**config.mk**
```make
export PLATFORM = sky130hd
export DESIGN_NAME = multicycle_control_unit_flat
export DESIGN_NICKNAME = d
export VERILOG_FILES = /design/src/rtl/multicycle_control_unit_pkg.sv /design/src/rtl/multicycle_control_unit_if.sv /design/src/rtl/multicycle_control_unit_decoder.sv /design/src/rtl/multicycle_control_unit.sv /design/src/flat_wrapper.sv
export SDC_FILE = /design/constraint.sdc
export NUM_CORES = 1
export LEC_CHECK = 0
export CAP_MARGIN = 25
export CORE_MARGIN = 2
export CORE_UTILIZATION = 50
export DETAILED_ROUTE_END_ITERATION = 12
export GPL_TIMING_DRIVEN = 0
export PLACE_DENSITY_LB_ADDON = 0.25
export SLEW_MARGIN = 20
export SYNTH_ARGS = -nofsm -noshare
export SYNTH_HDL_FRONTEND = slang
export SYNTH_SLANG_ARGS = --single-unit
```
**constraint.sdc**
```tcl
create_clock -name clk -period 5.98 [get_ports clk]
set_input_delay 1.196 -clock clk [delete_from_list [all_inputs] [get_ports clk]]
set_output_delay 1.196 -clock clk [all_outputs]
set_load 0.1 [all_outputs]
```
**src/rtl/multicycle_control_unit_pkg.sv**
```systemverilog
// Shared encodings for the multicycle control unit: opcodes, FSM states,
// datapath select codes, and the state/decode -> control-word mapping.
package multicycle_control_unit_pkg;

    localparam logic [3:0] OP_BNE   = 4'd0;
    localparam logic [3:0] OP_BEQ   = 4'd1;
    localparam logic [3:0] OP_BGZ   = 4'd2;
    localparam logic [3:0] OP_BLZ   = 4'd3;
    localparam logic [3:0] OP_ADI   = 4'd4;
    localparam logic [3:0] OP_ORI   = 4'd5;
    localparam logic [3:0] OP_LHI   = 4'd6;
    localparam logic [3:0] OP_LWD   = 4'd7;
    localparam logic [3:0] OP_SWD   = 4'd8;
    localparam logic [3:0] OP_JMP   = 4'd9;
    localparam logic [3:0] OP_JAL   = 4'd10;
    localparam logic [3:0] OP_RTYPE = 4'd15;

    localparam logic [5:0] FN_ALU_LAST = 6'd7;
    localparam logic [5:0] FN_JPR      = 6'd25;
    localparam logic [5:0] FN_JRL      = 6'd26;
    localparam logic [5:0] FN_WWD      = 6'd28;
    localparam logic [5:0] FN_HLT      = 6'd29;

    localparam logic [1:0] ALU_ADD  = 2'd0;
    localparam logic [1:0] ALU_SUB  = 2'd1;
    localparam logic [1:0] ALU_FUNC = 2'd2;
    localparam logic [1:0] ALU_OR   = 2'd3;

    localparam logic [2:0] SRCB_B    = 3'd0;
    localparam logic [2:0] SRCB_ONE  = 3'd1;
    localparam logic [2:0] SRCB_SIMM = 3'd2;
    localparam logic [2:0] SRCB_ZIMM = 3'd4;
    localparam logic [2:0] SRCB_ZERO = 3'd5;

    localparam logic [1:0] PCSRC_INC    = 2'd0;
    localparam logic [1:0] PCSRC_BRANCH = 2'd1;
    localparam logic [1:0] PCSRC_JUMP   = 2'd2;
    localparam logic [1:0] PCSRC_REG    = 2'd3;

    localparam logic [1:0] RDST_RT   = 2'd0;
    localparam logic [1:0] RDST_RD   = 2'd1;
    localparam logic [1:0] RDST_LINK = 2'd2;

    localparam logic [1:0] WSRC_ALU = 2'd0;
    localparam logic [1:0] WSRC_MEM = 2'd1;
    localparam logic [1:0] WSRC_PC  = 2'd2;

    localparam logic [1:0] BP_BEQ = 2'd0;
    localparam logic [1:0] BP_BNE = 2'd1;
    localparam logic [1:0] BP_BLZ = 2'd2;
    localparam logic [1:0] BP_BGZ = 2'd3;

    typedef enum logic [3:0] {
        S_IF, S_IFW, S_ID, S_EX, S_MR, S_MRW, S_MW,
        S_WB, S_BR, S_JMP, S_JR, S_WWD, S_HALT
    } state_t;

    typedef enum logic [3:0] {
        C_RALU, C_ADI, C_ORI, C_LHI, C_LWD, C_SWD, C_BR,
        C_JMP, C_JAL, C_JPR, C_JRL, C_WWD, C_HLT, C_ILL
    } cls_t;

    typedef struct packed {
        cls_t       cls;
        logic       alu_src_a;
        logic [2:0] alu_src_b;
        logic [1:0] alu_op;
        logic [1:0] branch_property;
        logic       is_lhi;
    } dec_t;

    typedef struct packed {
        logic       alu_src_a;
        logic       iord;
        logic       ir_write;
        logic       pc_write;
        logic       pc_write_cond;
        logic [2:0] alu_src_b;
        logic [1:0] pc_source;
        logic [1:0] reg_dest;
        logic       reg_write;
        logic       mem_read;
        logic       mem_write;
        logic [1:0] reg_write_src;
        logic [1:0] branch_property;
        logic       output_port_write;
        logic       is_halted;
        logic       is_lhi;
        logic [1:0] alu_op;
    } ctrl_t;

    function automatic state_t next_state(state_t s, cls_t c, logic illegal_halts);
        state_t n;
        n = S_IF;
        case (s)
            S_IF:  n = S_IFW;
            S_IFW: n = S_ID;
            S_ID: begin
                case (c)
                    C_RALU, C_ADI, C_ORI, C_LHI, C_LWD, C_SWD: n = S_EX;
                    C_BR:         n = S_BR;
                    C_JMP, C_JAL: n = S_JMP;
                    C_JPR, C_JRL: n = S_JR;
                    C_WWD:        n = S_WWD;
                    C_HLT:        n = S_HALT;
                    default:      n = illegal_halts ? S_HALT : S_IF;
                endcase
            end
            S_EX:   n = (c == C_LWD) ? S_MR : (c == C_SWD) ? S_MW : S_WB;
            S_MR:   n = S_MRW;
            S_MRW:  n = S_WB;
            S_HALT: n = S_HALT;
            default: n = S_IF;
        endcase
        return n;
    endfunction

    function automatic ctrl_t ctrl_for(state_t s, dec_t d);
        ctrl_t c;
        c = '0;
        case (s)
            S_IF: begin
                c.ir_write  = 1'b1;
                c.pc_write  = 1'b1;
                c.pc_source = PCSRC_INC;
                c.alu_src_b = SRCB_ONE;
                c.alu_op    = ALU_ADD;
            end
            S_ID: c.alu_src_b = SRCB_SIMM;
            S_EX: begin
                c.alu_src_a = d.alu_src_a;
                c.alu_src_b = d.alu_src_b;
                c.alu_op    = d.alu_op;
                c.is_lhi    = d.is_lhi;
            end
            S_MR: begin
                c.iord     = 1'b1;
                c.mem_read = 1'b1;
            end
            S_MRW: c.iord = 1'b1;
            S_MW: begin
                c.iord      = 1'b1;
                c.mem_write = 1'b1;
            end
            S_WB: begin
                c.reg_write     = 1'b1;
                c.reg_dest      = (d.cls == C_RALU) ? RDST_RD : RDST_RT;
                c.reg_write_src = (d.cls == C_LWD) ? WSRC_MEM : WSRC_ALU;
            end
            S_BR: begin
                c.pc_write_cond   = 1'b1;
                c.pc_source       = PCSRC_BRANCH;
                c.alu_src_a       = d.alu_src_a;
                c.alu_src_b       = d.alu_src_b;
                c.alu_op          = d.alu_op;
                c.branch_property = d.branch_property;
            end
            S_JMP, S_JR: begin
                c.pc_write  = 1'b1;
                c.pc_source = (s == S_JMP) ? PCSRC_JUMP : PCSRC_REG;
                // Link writes the PC already incremented during fetch.
                if (d.cls == C_JAL || d.cls == C_JRL) begin
                    c.reg_write     = 1'b1;
                    c.reg_dest      = RDST_LINK;
                    c.reg_write_src = WSRC_PC;
                end
            end
            S_WWD:  c.output_port_write = 1'b1;
            S_HALT: c.is_halted = 1'b1;
            default: ;
        endcase
        return c;
    endfunction

endpackage

```
**src/rtl/multicycle_control_unit_if.sv**
```systemverilog
// Control-unit <-> datapath bundle: instruction fields in, control bits out.
interface multicycle_control_unit_if;

    logic [3:0] opcode;
    logic [5:0] func;
    logic       ALUSrcA;
    logic       IorD;
    logic       IRWrite;
    logic       PCWrite;
    logic       PCWriteCond;
    logic [2:0] ALUSrcB;
    logic [1:0] PCSource;
    logic [1:0] RegDest;
    logic       RegWrite;
    logic       MemRead;
    logic       MemWrite;
    logic [1:0] RegWriteSrc;
    logic [1:0] BranchProperty;
    logic       OutputPortWrite;
    logic       IsHalted;
    logic       IsLHI;
    logic [1:0] ALUOp;

    modport master (
        input  opcode, func,
        output ALUSrcA, IorD, IRWrite, PCWrite, PCWriteCond, ALUSrcB, PCSource,
               RegDest, RegWrite, MemRead, MemWrite, RegWriteSrc, BranchProperty,
               OutputPortWrite, IsHalted, IsLHI, ALUOp
    );

    modport slave (
        output opcode, func,
        input  ALUSrcA, IorD, IRWrite, PCWrite, PCWriteCond, ALUSrcB, PCSource,
               RegDest, RegWrite, MemRead, MemWrite, RegWriteSrc, BranchProperty,
               OutputPortWrite, IsHalted, IsLHI, ALUOp
    );

endinterface

```
**src/rtl/multicycle_control_unit_decoder.sv**
```systemverilog
// Combinational instruction decoder: {opcode, func} -> instruction class plus
// the ALU operand/op selects and branch condition used in S_EX / S_BR.
module mcu_decoder
    import multicycle_control_unit_pkg::*;
(
    input  logic [3:0] opcode,
    input  logic [5:0] func,
    output dec_t       dec
);

    always_comb begin
        // NOTE: dec is fully defaulted before the case, so no path leaves it unassigned and no latch is inferred.
        dec     = '0;
        dec.cls = C_ILL;
        case (opcode)
            OP_BNE, OP_BEQ, OP_BGZ, OP_BLZ: begin
                dec.cls       = C_BR;
                dec.alu_src_a = 1'b1;
                if (opcode == OP_BNE || opcode == OP_BEQ) begin
                    dec.alu_src_b = SRCB_B;
                    dec.alu_op    = ALU_SUB;
                end else begin
                    dec.alu_src_b = SRCB_ZERO;
                    dec.alu_op    = ALU_ADD;
                end
                case (opcode)
                    OP_BEQ:  dec.branch_property = BP_BEQ;
                    OP_BNE:  dec.branch_property = BP_BNE;
                    OP_BLZ:  dec.branch_property = BP_BLZ;
                    default: dec.branch_property = BP_BGZ;
                endcase
            end
            OP_ADI, OP_LWD, OP_SWD: begin
                dec.cls       = (opcode == OP_ADI) ? C_ADI : (opcode == OP_LWD) ? C_LWD : C_SWD;
                dec.alu_src_a = 1'b1;
                dec.alu_src_b = SRCB_SIMM;
                dec.alu_op    = ALU_ADD;
            end
            OP_ORI: begin
                dec.cls       = C_ORI;
                dec.alu_src_a = 1'b1;
                dec.alu_src_b = SRCB_ZIMM;
                dec.alu_op    = ALU_OR;
            end
            OP_LHI: begin
                dec.cls    = C_LHI;
                dec.is_lhi = 1'b1;
            end
            OP_JMP: dec.cls = C_JMP;
            OP_JAL: dec.cls = C_JAL;
            OP_RTYPE: begin
                if (func <= FN_ALU_LAST) begin
                    dec.cls       = C_RALU;
                    dec.alu_src_a = 1'b1;
                    dec.alu_src_b = SRCB_B;
                    dec.alu_op    = ALU_FUNC;
                end else begin
                    case (func)
                        FN_JPR:  dec.cls = C_JPR;
                        FN_JRL:  dec.cls = C_JRL;
                        FN_WWD:  dec.cls = C_WWD;
                        FN_HLT:  dec.cls = C_HLT;
                        default: dec.cls = C_ILL;
                    endcase
                end
            end
            default: dec.cls = C_ILL;
        endcase
    end

endmodule

```
**src/rtl/multicycle_control_unit.sv**
```systemverilog
// Moore FSM sequencing the 16-bit multicycle datapath one instruction at a time;
// opcode/func are captured in S_ID and drive the rest of the instruction.
module multicycle_control_unit
    import multicycle_control_unit_pkg::*;
#(
    parameter bit ILLEGAL_HALTS = 1'b0
) (
    input  logic                       clk,
    input  logic                       reset,
    multicycle_control_unit_if.master  bus
);

    state_t     state;
    state_t     state_nxt;
    logic [3:0] op_q;
    logic [5:0] func_q;
    logic [3:0] dec_op;
    logic [5:0] dec_func;
    dec_t       dec;
    ctrl_t      ctrl_q;

    // Live fields are decoded only while in S_ID; every later state sees the latched copy.
    assign dec_op   = (state == S_ID) ? bus.opcode : op_q;
    assign dec_func = (state == S_ID) ? bus.func   : func_q;

    mcu_decoder u_decoder (
        .opcode (dec_op),
        .func   (dec_func),
        .dec    (dec)
    );

    assign state_nxt = next_state(state, dec.cls, ILLEGAL_HALTS);

    // NOTE: the control word is registered from the next state, so it changes on the same edge as state (Moore timing, glitch-free).
    always_ff @(posedge clk or posedge reset) begin
        if (reset) begin
            state  <= S_IF;
            op_q   <= '0;
            func_q <= '0;
            ctrl_q <= ctrl_for(S_IF, '0);
        end else begin
            state  <= state_nxt;
            ctrl_q <= ctrl_for(state_nxt, dec);
            if (state == S_ID) begin
                op_q   <= bus.opcode;
                func_q <= bus.func;
            end
        end
    end

    assign bus.ALUSrcA         = ctrl_q.alu_src_a;
    assign bus.IorD            = ctrl_q.iord;
    assign bus.IRWrite         = ctrl_q.ir_write;
    assign bus.PCWrite         = ctrl_q.pc_write;
    assign bus.PCWriteCond     = ctrl_q.pc_write_cond;
    assign bus.ALUSrcB         = ctrl_q.alu_src_b;
    assign bus.PCSource        = ctrl_q.pc_source;
    assign bus.RegDest         = ctrl_q.reg_dest;
    assign bus.RegWrite        = ctrl_q.reg_write;
    assign bus.MemRead         = ctrl_q.mem_read;
    assign bus.MemWrite        = ctrl_q.mem_write;
    assign bus.RegWriteSrc     = ctrl_q.reg_write_src;
    assign bus.BranchProperty  = ctrl_q.branch_property;
    assign bus.OutputPortWrite = ctrl_q.output_port_write;
    assign bus.IsHalted        = ctrl_q.is_halted;
    assign bus.IsLHI           = ctrl_q.is_lhi;
    assign bus.ALUOp           = ctrl_q.alu_op;

endmodule

```
**src/flat_wrapper.sv**
```systemverilog
// flat-port wrapper written by rule: the top's interface ports become plain ports
module multicycle_control_unit_flat import multicycle_control_unit_pkg::*;
#(
    parameter bit ILLEGAL_HALTS = 1'b0
)
  (clk, reset, bus_opcode, bus_func, bus_ALUSrcA, bus_IorD, bus_IRWrite, bus_PCWrite, bus_PCWriteCond, bus_ALUSrcB, bus_PCSource, bus_RegDest, bus_RegWrite, bus_MemRead, bus_MemWrite, bus_RegWriteSrc, bus_BranchProperty, bus_OutputPortWrite, bus_IsHalted, bus_IsLHI, bus_ALUOp);
  multicycle_control_unit_if bus_i ();
  input  logic clk;
  input  logic reset;
  input wire logic [$bits(bus_i.opcode)-1:0] bus_opcode;
  input wire logic [$bits(bus_i.func)-1:0] bus_func;
  output wire logic [$bits(bus_i.ALUSrcA)-1:0] bus_ALUSrcA;
  output wire logic [$bits(bus_i.IorD)-1:0] bus_IorD;
  output wire logic [$bits(bus_i.IRWrite)-1:0] bus_IRWrite;
  output wire logic [$bits(bus_i.PCWrite)-1:0] bus_PCWrite;
  output wire logic [$bits(bus_i.PCWriteCond)-1:0] bus_PCWriteCond;
  output wire logic [$bits(bus_i.ALUSrcB)-1:0] bus_ALUSrcB;
  output wire logic [$bits(bus_i.PCSource)-1:0] bus_PCSource;
  output wire logic [$bits(bus_i.RegDest)-1:0] bus_RegDest;
  output wire logic [$bits(bus_i.RegWrite)-1:0] bus_RegWrite;
  output wire logic [$bits(bus_i.MemRead)-1:0] bus_MemRead;
  output wire logic [$bits(bus_i.MemWrite)-1:0] bus_MemWrite;
  output wire logic [$bits(bus_i.RegWriteSrc)-1:0] bus_RegWriteSrc;
  output wire logic [$bits(bus_i.BranchProperty)-1:0] bus_BranchProperty;
  output wire logic [$bits(bus_i.OutputPortWrite)-1:0] bus_OutputPortWrite;
  output wire logic [$bits(bus_i.IsHalted)-1:0] bus_IsHalted;
  output wire logic [$bits(bus_i.IsLHI)-1:0] bus_IsLHI;
  output wire logic [$bits(bus_i.ALUOp)-1:0] bus_ALUOp;
  assign bus_i.opcode = bus_opcode;
  assign bus_i.func = bus_func;
  assign bus_ALUSrcA = bus_i.ALUSrcA;
  assign bus_IorD = bus_i.IorD;
  assign bus_IRWrite = bus_i.IRWrite;
  assign bus_PCWrite = bus_i.PCWrite;
  assign bus_PCWriteCond = bus_i.PCWriteCond;
  assign bus_ALUSrcB = bus_i.ALUSrcB;
  assign bus_PCSource = bus_i.PCSource;
  assign bus_RegDest = bus_i.RegDest;
  assign bus_RegWrite = bus_i.RegWrite;
  assign bus_MemRead = bus_i.MemRead;
  assign bus_MemWrite = bus_i.MemWrite;
  assign bus_RegWriteSrc = bus_i.RegWriteSrc;
  assign bus_BranchProperty = bus_i.BranchProperty;
  assign bus_OutputPortWrite = bus_i.OutputPortWrite;
  assign bus_IsHalted = bus_i.IsHalted;
  assign bus_IsLHI = bus_i.IsLHI;
  assign bus_ALUOp = bus_i.ALUOp;
  multicycle_control_unit #(.ILLEGAL_HALTS(ILLEGAL_HALTS)) u_core (.clk(clk), .reset(reset), .bus(bus_i));
endmodule
```
Yosys cells after proc, flatten, opt, wreduce, memory -nomap -nowiden
Memory sizes are Yosys's and may differ from the RTL's.
Index checks and enable logic that the tools add are counted.
- magnitude comparators: 1
- eq/ne operators: 36
- muxes and demuxes: 37
- reductions and logical operators: 12
- operators by type and width (cell ; number):
    4-bit case mux with 7 select lines ; 2
    4-bit by 3-bit equality test with 1-bit output (second input constant) ; 12
    4-bit equality test (second input constant) ; 12
    4-bit by 2-bit equality test with 1-bit output (second input constant) ; 6
    6-bit by 5-bit equality test with 1-bit output (second input constant) ; 4
    6-bit case mux with 4 select lines ; 1
    4-bit logical NOT ; 4
    1-bit 2-to-1 mux ; 16
    4-bit 2-to-1 mux ; 3
    6-bit 2-to-1 mux ; 2
    3-bit case mux with 4 select lines ; 1
    3-bit case mux with 3 select lines ; 1
    3-bit OR reduction ; 3
    4-bit by 1-bit equality test with 1-bit output (second input constant) ; 2
    2-bit 2-to-1 mux ; 4
    2-bit case mux with 2 select lines ; 2
    6-bit by 3-bit <= comparator with 1-bit output (second input constant) ; 1
    3-bit 2-to-1 mux ; 2
    2-bit case mux with 3 select lines ; 1
    3-bit case mux with 2 select lines ; 1
    5-bit 2-to-1 mux ; 1
    2-bit OR reduction ; 2
    4-bit OR reduction ; 1
    1-bit logical OR ; 2
- bits in registers: 38
- bits in read-only memories: 64
- input port bits: 12
- output and inout bits: 24
- word-level logic and storage cells: 107
- memories kept: 1
- memories (memory ; words ; width ; read ports ; clocked after memory_dff ; wr ports ; line ; RTL):
    (no name shown) ; 16 ; 4 ; 1 ; 0 ; 0 ; multicycle_control_unit_pkg.sv:99 ; case (c)

Logic depth before layout (Yosys ltp)
Gate-level depths: netlist (run 1).
- word-level depth: 13
- depth in mapped cells: 18
- mapped depth without buffers: 16

Hierarchy
From an unflattened synthesis (run 1), not the netlist that was laid out.
- cells, all modules: 192
- area, all modules: 2047.0 um^2
- modules (own cells, without submodules) (module ; times used ; cells each ; area each (um^2) ; sequential area each (um^2)):
    multicycle_control_unit ; 1 ; 139 ; 1705.4 ; 929.6
    mcu_decoder ; 1 ; 53 ; 341.6 ; 0.0

Worst setup path after synthesis (run 1)
Ideal clock, no wire load.
- path type: in2reg
- start: input port bus_opcode[0]
- end: register u_core.ctrl_q, in the netlist u_core.bus.ALUOp[1]
- library setup time: 0.095 ns
- arrival: 3.695 ns
- data required time: 5.885 ns
- path slack: 2.190 ns
- stages on the path: 14
- path buffers: 1
- cell sequence: clkbuf_1 -> mux2i_1 -> inv_1 -> nand2_1 -> nor2_1 -> a41oi_1 -> ha_1 -> nor2_1 -> a21oi_1 -> o21ai_0 -> a221oi_4 -> inv_2 -> a2bb2oi_4 -> nor4_4
- word-level cells in the longest chain between the ends: 12
- elaborated cells between the ends (all ways): 29
- classes of those cells: 15 x eq/ne; 9 x mux; 4 x reduce/logical; 1 x memory
- RTL lines (what ; line ; RTL):
    start: declaration ; flat_wrapper.sv:10 ; input wire logic [$bits(bus_i.opcode)-1:0] bus_opcode;
    4-bit 2-to-1 mux * ; multicycle_control_unit.sv:23 ; assign dec_op = (state == S_ID) ? bus.opcode : op_q;
    via u_core.dec_op[0] ; multicycle_control_unit.sv:17 ; logic [3:0] dec_op;
    4-bit by 3-bit equality test with 1-bit output ; multicycle_control_unit_decoder.sv:15, multicycle_control_unit_decoder.sv:34 ;
    1-bit 2-to-1 mux ; multicycle_control_unit_decoder.sv:34 ; dec.cls = (opcode == OP_ADI) ? C_ADI : (opcode == OP_LWD) ? C_LWD : C_SWD;
    3-bit 2-to-1 mux ; multicycle_control_unit_decoder.sv:34 ;
    4-bit case mux with 7 select lines * ; multicycle_control_unit_decoder.sv:15 ; case (opcode)
    parallel branches: the longest is 3 deep, another holds memory read 16 x 4 bit ; -- ;
    4-bit case mux with 7 select lines * ; multicycle_control_unit_pkg.sv:95 ; case (s)
    via u_core.state_nxt[0] ; multicycle_control_unit.sv:14 ; state_t state_nxt;
    4-bit by 2-bit equality test with 1-bit output / 4-bit equality test (equally long branches) ; multicycle_control_unit_pkg.sv:121 ; case (s)
    2-bit OR reduction (no line) * ; -- ;
    2-bit 2-to-1 mux * ; multicycle_control_unit_pkg.sv:121 ;
    end signal: assignment ; multicycle_control_unit.sv:40 ; ctrl_q <= ctrl_for(S_IF, '0);
    end signal: assignment ; multicycle_control_unit.sv:43 ; ctrl_q <= ctrl_for(state_nxt, dec);
    end: declaration ; multicycle_control_unit.sv:20 ; ctrl_t ctrl_q;
Mark *: on every way through the listed nets, which the timed path passes.

Worst setup path after layout (run 1)
- start: input port bus_opcode[2]
- end: register u_core.ctrl_q, in the netlist u_core.bus.RegDest[1]
- word-level cells in the longest chain between the ends: 12
- elaborated cells between the ends (all ways): 33
- classes of those cells: 18 x eq/ne; 9 x mux; 5 x reduce/logical; 1 x memory
- RTL lines (what ; line):
    4-bit 2-to-1 mux * ; multicycle_control_unit.sv:23
    via u_core.dec_op[2] ; multicycle_control_unit.sv:17
    4-bit by 3-bit equality test with 1-bit output ; multicycle_control_unit_decoder.sv:15, multicycle_control_unit_decoder.sv:34
    1-bit 2-to-1 mux ; multicycle_control_unit_decoder.sv:34
    3-bit 2-to-1 mux ; multicycle_control_unit_decoder.sv:34
    4-bit case mux with 7 select lines * ; multicycle_control_unit_decoder.sv:15
    parallel branches: the longest is 6 deep, another holds memory read 16 x 4 bit ; --
    3-bit case mux with 2 select lines * ; multicycle_control_unit_pkg.sv:121
Marked as above.

==> results.ini, run 1 <==
[sta]
layout_min_cycle_time_ns=4.67
hold_ws_ns=0.504
fin_crit_sh_pct=78.0
fin_skew_ns=0.00395
slew_violations=0
finalHoldViolations=0
max_freq_ghz=0.214
setup_viol=0
worst_slew_pin_slew_ns=0.966
rsz0062_at_grt=no
fin_setup_tns_ns=0
relSlewSlack_pct=35.4

[yosys]
synth_top_area_cell=dfrtp_1
async_flop_share_pct=100
synth_edf_count=0
syn_area_per_cell_um2=9.48
synth_area_leaders=dfrtp_1, nand2_1, nor2_1
synth-seq-cells=37
synth_nets=256
synth_cell_types=66
netlist_area_um2=2280
synthCells=240
ys_warn_count=0
synth.top_cell.area_share_pct=37.4
yosysSeqAreaShare_pct=40.8
synth_flop_cell=dfrtp_1

[worst_setup_path]
cp_cell_sequence=clkdlybuf4s50_1, mux2i_2, clkinv_4, nand2_1, nor2_1, a41oi_1, ha_1, a21boi_0, o21ai_0, a32oi_4, and2_0, buf_2, xnor2_1, nor3_1
cp.required_ns=6.15
path_max_fanout=8
regToRegEndpoint=u_core.bus.RegDest[1]$_DFF_PP0_
cpPeakStageDelay_ns=0.55
reg2reg_slack_ns=1.43
reg2reg_depth=15
arrival_ns=4.83
cp_slowest_cell=clkdlybuf4s50_1
r2r-start=u_core.state[0]$_DFF_PP0_
critPathKind=in -> reg
worstSetupStartpointType=input port
end_kind=flop

[place]
place_hpwl_um=3790
gp_congestion=0.900
io_buffers=33

[clock_tree]
cts_tree=done
clk_root_buffer_cell=clkbuf_8
htree_levels=2
clock_path_buffers=2
path_clk_slew_ns=0.07
cts_buffers=5
cts_resized=0
worstSkewPairLatency_ns=0.29
cts_setup_buffers=0
cts_hold_buf=0
clock_sinks=37

[route]
num_vias=1902
drcViolationCount=0
firstDrtPassIters=4
routedWlPerCell_um=15.0
viasPerCell=5.71
drt-total-wl_um=4990
drt_iter0_drc=146
antenna_left=0

[cells_and_area]
fillers=361
layout_common_cells=dfrtp_1, nand2_1, clkdlybuf4s50_1
diodes=0
layout_commonest_cell=dfrtp_1
syn2layout_area_growth_pct=22.6
fin_nets=296
drive_gt1_share_pct=15.3

[floorplanning]
rows=24
initial_utilization_pct=51.9
die-height_um=71.5
pin_count=36
die-area_um2=5110
die_width_um=71.5
core_um2=4380

[min_path]
hold_end=u_core.func_q[4]$_DFF_PP0_
hp-class=reg -> reg
min_from=u_core.func_q[4]$_DFF_PP0_
whs_path_depth=2

[run_status]
outcome=finished clean

[global_routing]
grt_util_all_layers_pct=21.1
grt_antenna_before_repair=0
grt_start_max_net_pins=38
grt_pass1_vias=1804
grt_overflow_total=0
grt_pass1_wl_um=8300

[job]
maxCapViolations=0

## through the flow
| stage | worst slack [ns] | instance area, µm² | utilization (%) | instances |
|---|---|---|---|---|
| after floorplan | 2.19 | 2280 | - | 240 |
| after global placement | 1.09 | 2670 | 60.9 | 325 |
| after detailed placement | 1.09 | 2670 | 60.9 | 325 |
| after CTS | 1.40 | 2790 | 63.7 | 333 |
| after global routing | 0.987 | 2790 | 63.7 | 333 |
| final | 1.31 | 2790 | 63.7 | 333 |
## routing by layer
layer,vias to the layer above,part of all wire [%],track usage [%]
met1,906,45,28.0
met5,-,0,0
met2,55,47,33.5
li1,933,-,-
met4,0,2.3,8.60
met3,8,5.6,4.78
## flip-flops by register name, summed over array words and instances, names as in the netlist, 2 cells and up
name and count:
u_core.bus.BranchProperty 2, u_core.bus.PCSource 2, u_core.state 4, u_core.func_q 6
u_core.bus.RegDest 2, u_core.bus.ALUSrcB 3, u_core.op_q 4, u_core.bus.ALUOp 2
## cell families after synthesis
logic type | share of synthesized area (%)
AOI/OAI and AO/OA | 21.1
adders and majority gates | 2.20
and+or+nand+nor | 25.6
muxes | 3.79
xor gates and xnor gates | 1.54
buffers and inverters | 4.95
DFF | 40.8
## worst max-delay path: cells and delay by family
| kind | cells | cell delay (ns) |
|---|---|---|
| buffers and inverters | 3 | 0.89 |
| AND/OR/NAND/NOR | 4 | 0.54 |
| AO/OA/AOI/OAI | 4 | 1.16 |
| adder cells (fa/ha/maj) | 1 | 0.35 |
| multiplexers | 1 | 0.49 |
| XOR/XNOR | 1 | 0.20 |
## cell usage after synthesis (2+ instances only)
cell	instances
o211a_1	2
nor3_2	3
o21ai_0	12
a21oi_1	14
mux2i_1	5
buf_2	2
and2_1	2
buf_4	3
and3_1	3
a31oi_1	2
dfrtp_1	34
o22a_1	2
dfstp_2	3
or3_1	2
clkbuf_1	5
xor2_1	2
mux2_2	2
nand2b_1	5
inv_2	3
o2111ai_1	2
o21bai_1	2
ha_1	4
nand3b_1	2
inv_1	11
nor3_1	11
nor3b_1	3
nor2_1	22
xnor2_1	2
nand2_1	33
nand3_1	5
a21o_1	2
## how the worst max path moves through the flow
| stage | startpoint | to | slack [ns] | depth (start not counted) |
|---|---|---|---|---|
| 2_1_floorplan | bus_opcode[0] | u_core.bus.ALUOp[1]$_DFF_PP0_ | 2.19 | 14 |
| 5_1_grt | bus_opcode[2] | u_core.bus.BranchProperty[0]$_DFF_PP0_ | 0.99 | 13 |
| 3_3_place_gp | bus_opcode[2] | u_core.bus.RegWrite$_DFF_PP0_ | 1.09 | 14 |
| 6_report | bus_opcode[2] | u_core.bus.RegDest[1]$_DFF_PP0_ | 1.31 | 14 |
| 4_1_cts | bus_opcode[2] | u_core.bus.RegDest[1]$_DFF_PP0_ | 1.40 | 14 |
| 3_5_place_dp | bus_opcode[2] | u_core.bus.PCSource[1]$_DFF_PP0_ | 1.09 | 14 |
## area by class of cell
type	count	area, µm²	area share (%)
Clock buffer	6	82.6	2.96
Clock inverter	2	37.5	1.34
Timing Repair Buffer	33	330	11.8
Sequential cell	37	930	33.3
Multi-Input combinational cell	178	1230	44.2
Tap cell	52	65.1	2.33
Buffer	10	51.3	1.84
Inverter	15	61.3	2.20
Power of run 1 is not shown: default switching activity piles up to over one toggle a cycle in this logic, so the estimate is an artifact.
==> inputs of run 2 (changes only) <==
--- a/config.mk
+++ b/config.mk
@@ -7,7 +7,7 @@
 export LEC_CHECK = 0
 export CAP_MARGIN = 25
 export CORE_MARGIN = 2
-export CORE_UTILIZATION = 50
+export CORE_UTILIZATION = 48
 export DETAILED_ROUTE_END_ITERATION = 12
 export GPL_TIMING_DRIVEN = 0
 export PLACE_DENSITY_LB_ADDON = 0.25
==> constraint.sdc (replaced) <==
create_clock -name clk -period 3.8 [get_ports clk]
set_input_delay 0.76 -clock clk [delete_from_list [all_inputs] [get_ports clk]]
set_output_delay 0.76 -clock clk [all_outputs]
set_load 0.1 [all_outputs]
==> results.ini, run 2 (synthesized netlist as in run 1, its figures left out) <==
[run_status]
outcome=finished clean  ; unchanged

[clock_tree]
cts_tree=done  ; unchanged
clock_path_buffers=2  ; unchanged
cts_hold_buf=0  ; unchanged
clk_root_buffer_cell=clkbuf_8  ; unchanged
htree_levels=2  ; unchanged
path_clk_slew_ns=0.07  ; about the same
clock_sinks=37  ; unchanged
cts_buffers=5  ; unchanged
worstSkewPairLatency_ns=0.29  ; about the same

[worst_setup_path]
path_max_fanout=8  ; unchanged
reg2reg_slack_ns=0.16  ; was 1.43 ns
arrival_ns=3.84  ; was 4.83 ns
worstSetupStartpointType=input port  ; unchanged
r2r-start=u_core.state[3]$_DFF_PP0_  ; was u_core.state[0]$_DFF_PP0_
cp_cell_sequence=clkdlybuf4s50_1, mux2i_4, clkinv_4, nand2_2, nor2_1, a41oi_4, ha_4, a21boi_1, o21ai_1, a32oi_4, and2_0, buf_2, xnor2_1, nor3_1  ; was clkdlybuf4s50_1, mux2i_2, clkinv_4, nand2_1, nor2_1, a41oi_1, ha_1, a21boi_0, o21ai_0, a32oi_4, and2_0, buf_2, xnor2_1, nor3_1
cpPeakStageDelay_ns=0.57  ; was 0.55 ns
end_kind=flop  ; unchanged
reg2reg_depth=15  ; unchanged
critPathKind=in -> reg  ; unchanged
regToRegEndpoint=u_core.bus.RegDest[1]$_DFF_PP0_  ; unchanged
cp.required_ns=3.97  ; was 6.15 ns
cp_slowest_cell=clkdlybuf4s50_1  ; unchanged

[cells_and_area]
top_regs=u_core.func_q x6, u_core.op_q x4, u_core.state x4  ; unchanged
finish.instance_area_um2=3000  ; was 2790 µm²
syn2layout_area_growth_pct=32.0  ; was 22.6%
diodes=0  ; unchanged
largest_reg_flops=6  ; unchanged
fin_nets=308  ; was 296
drive_gt1_share_pct=23.9  ; was 15.3%
layout_common_cells=nand2_1, clkdlybuf4s50_1, dfrtp_1  ; was dfrtp_1, nand2_1, clkdlybuf4s50_1
top_register=u_core.func_q  ; unchanged
fillers=355  ; was 361

[floorplanning]
rows=25  ; was 24
pin_count=36  ; unchanged
die_width_um=72.9  ; was 71.5 µm
die-area_um2=5310  ; was 5110 µm²
die-height_um=72.9  ; was 71.5 µm
initial_utilization_pct=48.8  ; was 51.9%
core_um2=4660  ; was 4380 µm²

[global_routing]
grt_overflow_total=0  ; unchanged
grt_util_all_layers_pct=21.0  ; was 21.1%
grt_pass1_wl_um=8430  ; was 8300 µm
grt_pass1_vias=1719  ; was 1804
grt_antenna_before_repair=0  ; unchanged
grt_start_max_net_pins=38  ; unchanged

[sta]
fin_skew_ns=0.00628  ; was 0.00395 ns
relSlewSlack_pct=34.8  ; was 35.4%
slew_violations=0  ; unchanged
fin_crit_sh_pct=96.4
worst_slew_pin_slew_ns=0.975  ; was 0.966 ns
fin_ws_ns=0.136  ; was 1.31 ns
layout_min_cycle_time_ns=3.66
setup_viol=0  ; unchanged
max_freq_ghz=0.273
finalHoldViolations=0  ; unchanged
fin_setup_tns_ns=0  ; unchanged

[route]
routedWlPerCell_um=15.4  ; was 15.0 µm
drt-total-wl_um=5330  ; was 4990 µm
viasPerCell=5.58  ; was 5.71
num_vias=1936  ; was 1902
firstDrtPassIters=4  ; unchanged
drcViolationCount=0  ; unchanged
antenna_left=0  ; unchanged
drt_iter0_drc=146  ; unchanged

[job]
maxCapViolations=0  ; unchanged

[place]
io_buffers=33  ; unchanged
dpl-instance-area_um2=2670  ; about the same
gp_congestion=0.954  ; was 0.900
place_hpwl_um=3720  ; was 3790 µm
dp_slack_ns=-0.794  ; was 1.09 ns

[min_path]
hp-class=reg -> reg  ; unchanged
whs_path_depth=2  ; unchanged
hold_end=u_core.func_q[5]$_DFF_PP0_  ; was u_core.func_q[4]$_DFF_PP0_
min_from=u_core.func_q[5]$_DFF_PP0_  ; was u_core.func_q[4]$_DFF_PP0_

## run 2: cell types whose count changed in the layout (fill, tap and decap cells not counted), moves of 3 or more
cell | before | now
mux2i_4 | 0 | 4
o21ai_0 | 12 | 9
buf_4 | 3 | 17
mux2i_1 | 5 | 1
o21ai_1 | 0 | 3
## run 2: metal layers
metal	vias up	GRT usage, %	routed length, µm
li1	962	-	-
met1	908	29.2	2400
met2	56	32.4	2580
met3	10	5.25	261
met4	0	6.58	92
met5	-	0	0
## run 2: stage by stage
stage	instances	utilization (%)	hold WS, ns
after floorplan	240	-	0.460
after global routing	347	64.5	0.518
after detailed placement	327	57.4	0.486
after global placement	327	57.4	0.483
final	347	64.5	0.503
after CTS	343	62.3	0.501
## run 2: area by class of cell
class	instances	area (µm²)	area share [%]
Inverter	15	61.3	2.04
Tap cell	54	67.6	2.25
Buffer	8	51.3	1.71
Clock buffer	6	72.6	2.42
Clock inverter	2	35.0	1.17
Multi-Input combinational cell	178	1350	44.8
Timing Repair Buffer	47	438	14.6
Sequential cell	37	932	31.0
## run 2: critical path, delay by kind of cell
| kind | cells | cell delay (ns) |
|---|---|---|
| AOI/OAI and AO/OA | 4 | 0.97 |
| xor gates and xnor gates | 1 | 0.19 |
| adders and majority gates | 1 | 0.22 |
| buffers and inverters | 3 | 0.88 |
| muxes | 1 | 0.32 |
| and+or+nand+nor | 4 | 0.49 |
## run 2: worst max-delay path by stage
| stage | startpoint | slack [ns] | endpoint | cells past startpoint |
|---|---|---|---|---|
| final | bus_opcode[2] | 0.14 | u_core.bus.RegDest[1]$_DFF_PP0_ | 14 |
| after global routing | u_core.state[3]$_DFF_PP0_ | -0.03 | u_core.bus.RegWrite$_DFF_PP0_ | 15 |
| after CTS | bus_opcode[2] | 0.008 | u_core.bus.RegDest[1]$_DFF_PP0_ | 14 |
| after detailed placement | u_core.state[0]$_DFF_PP0_ | -0.79 | u_core.bus.RegDest[1]$_DFF_PP0_ | 15 |
| after global placement | u_core.state[0]$_DFF_PP0_ | -0.70 | u_core.bus.RegWrite$_DFF_PP0_ | 15 |
| after floorplan | u_core.state[0]$_DFF_PP0_ | 0.08 | u_core.bus.ALUOp[1]$_DFF_PP0_ | 15 |
## run 2: timing repair
action                     CTS  global route
pin swaps                    3             4
buffers inserted            10             4
setup endpoints to repair   26            20
resized for setup           12            18
Power of run 2 is left out for the same reason.
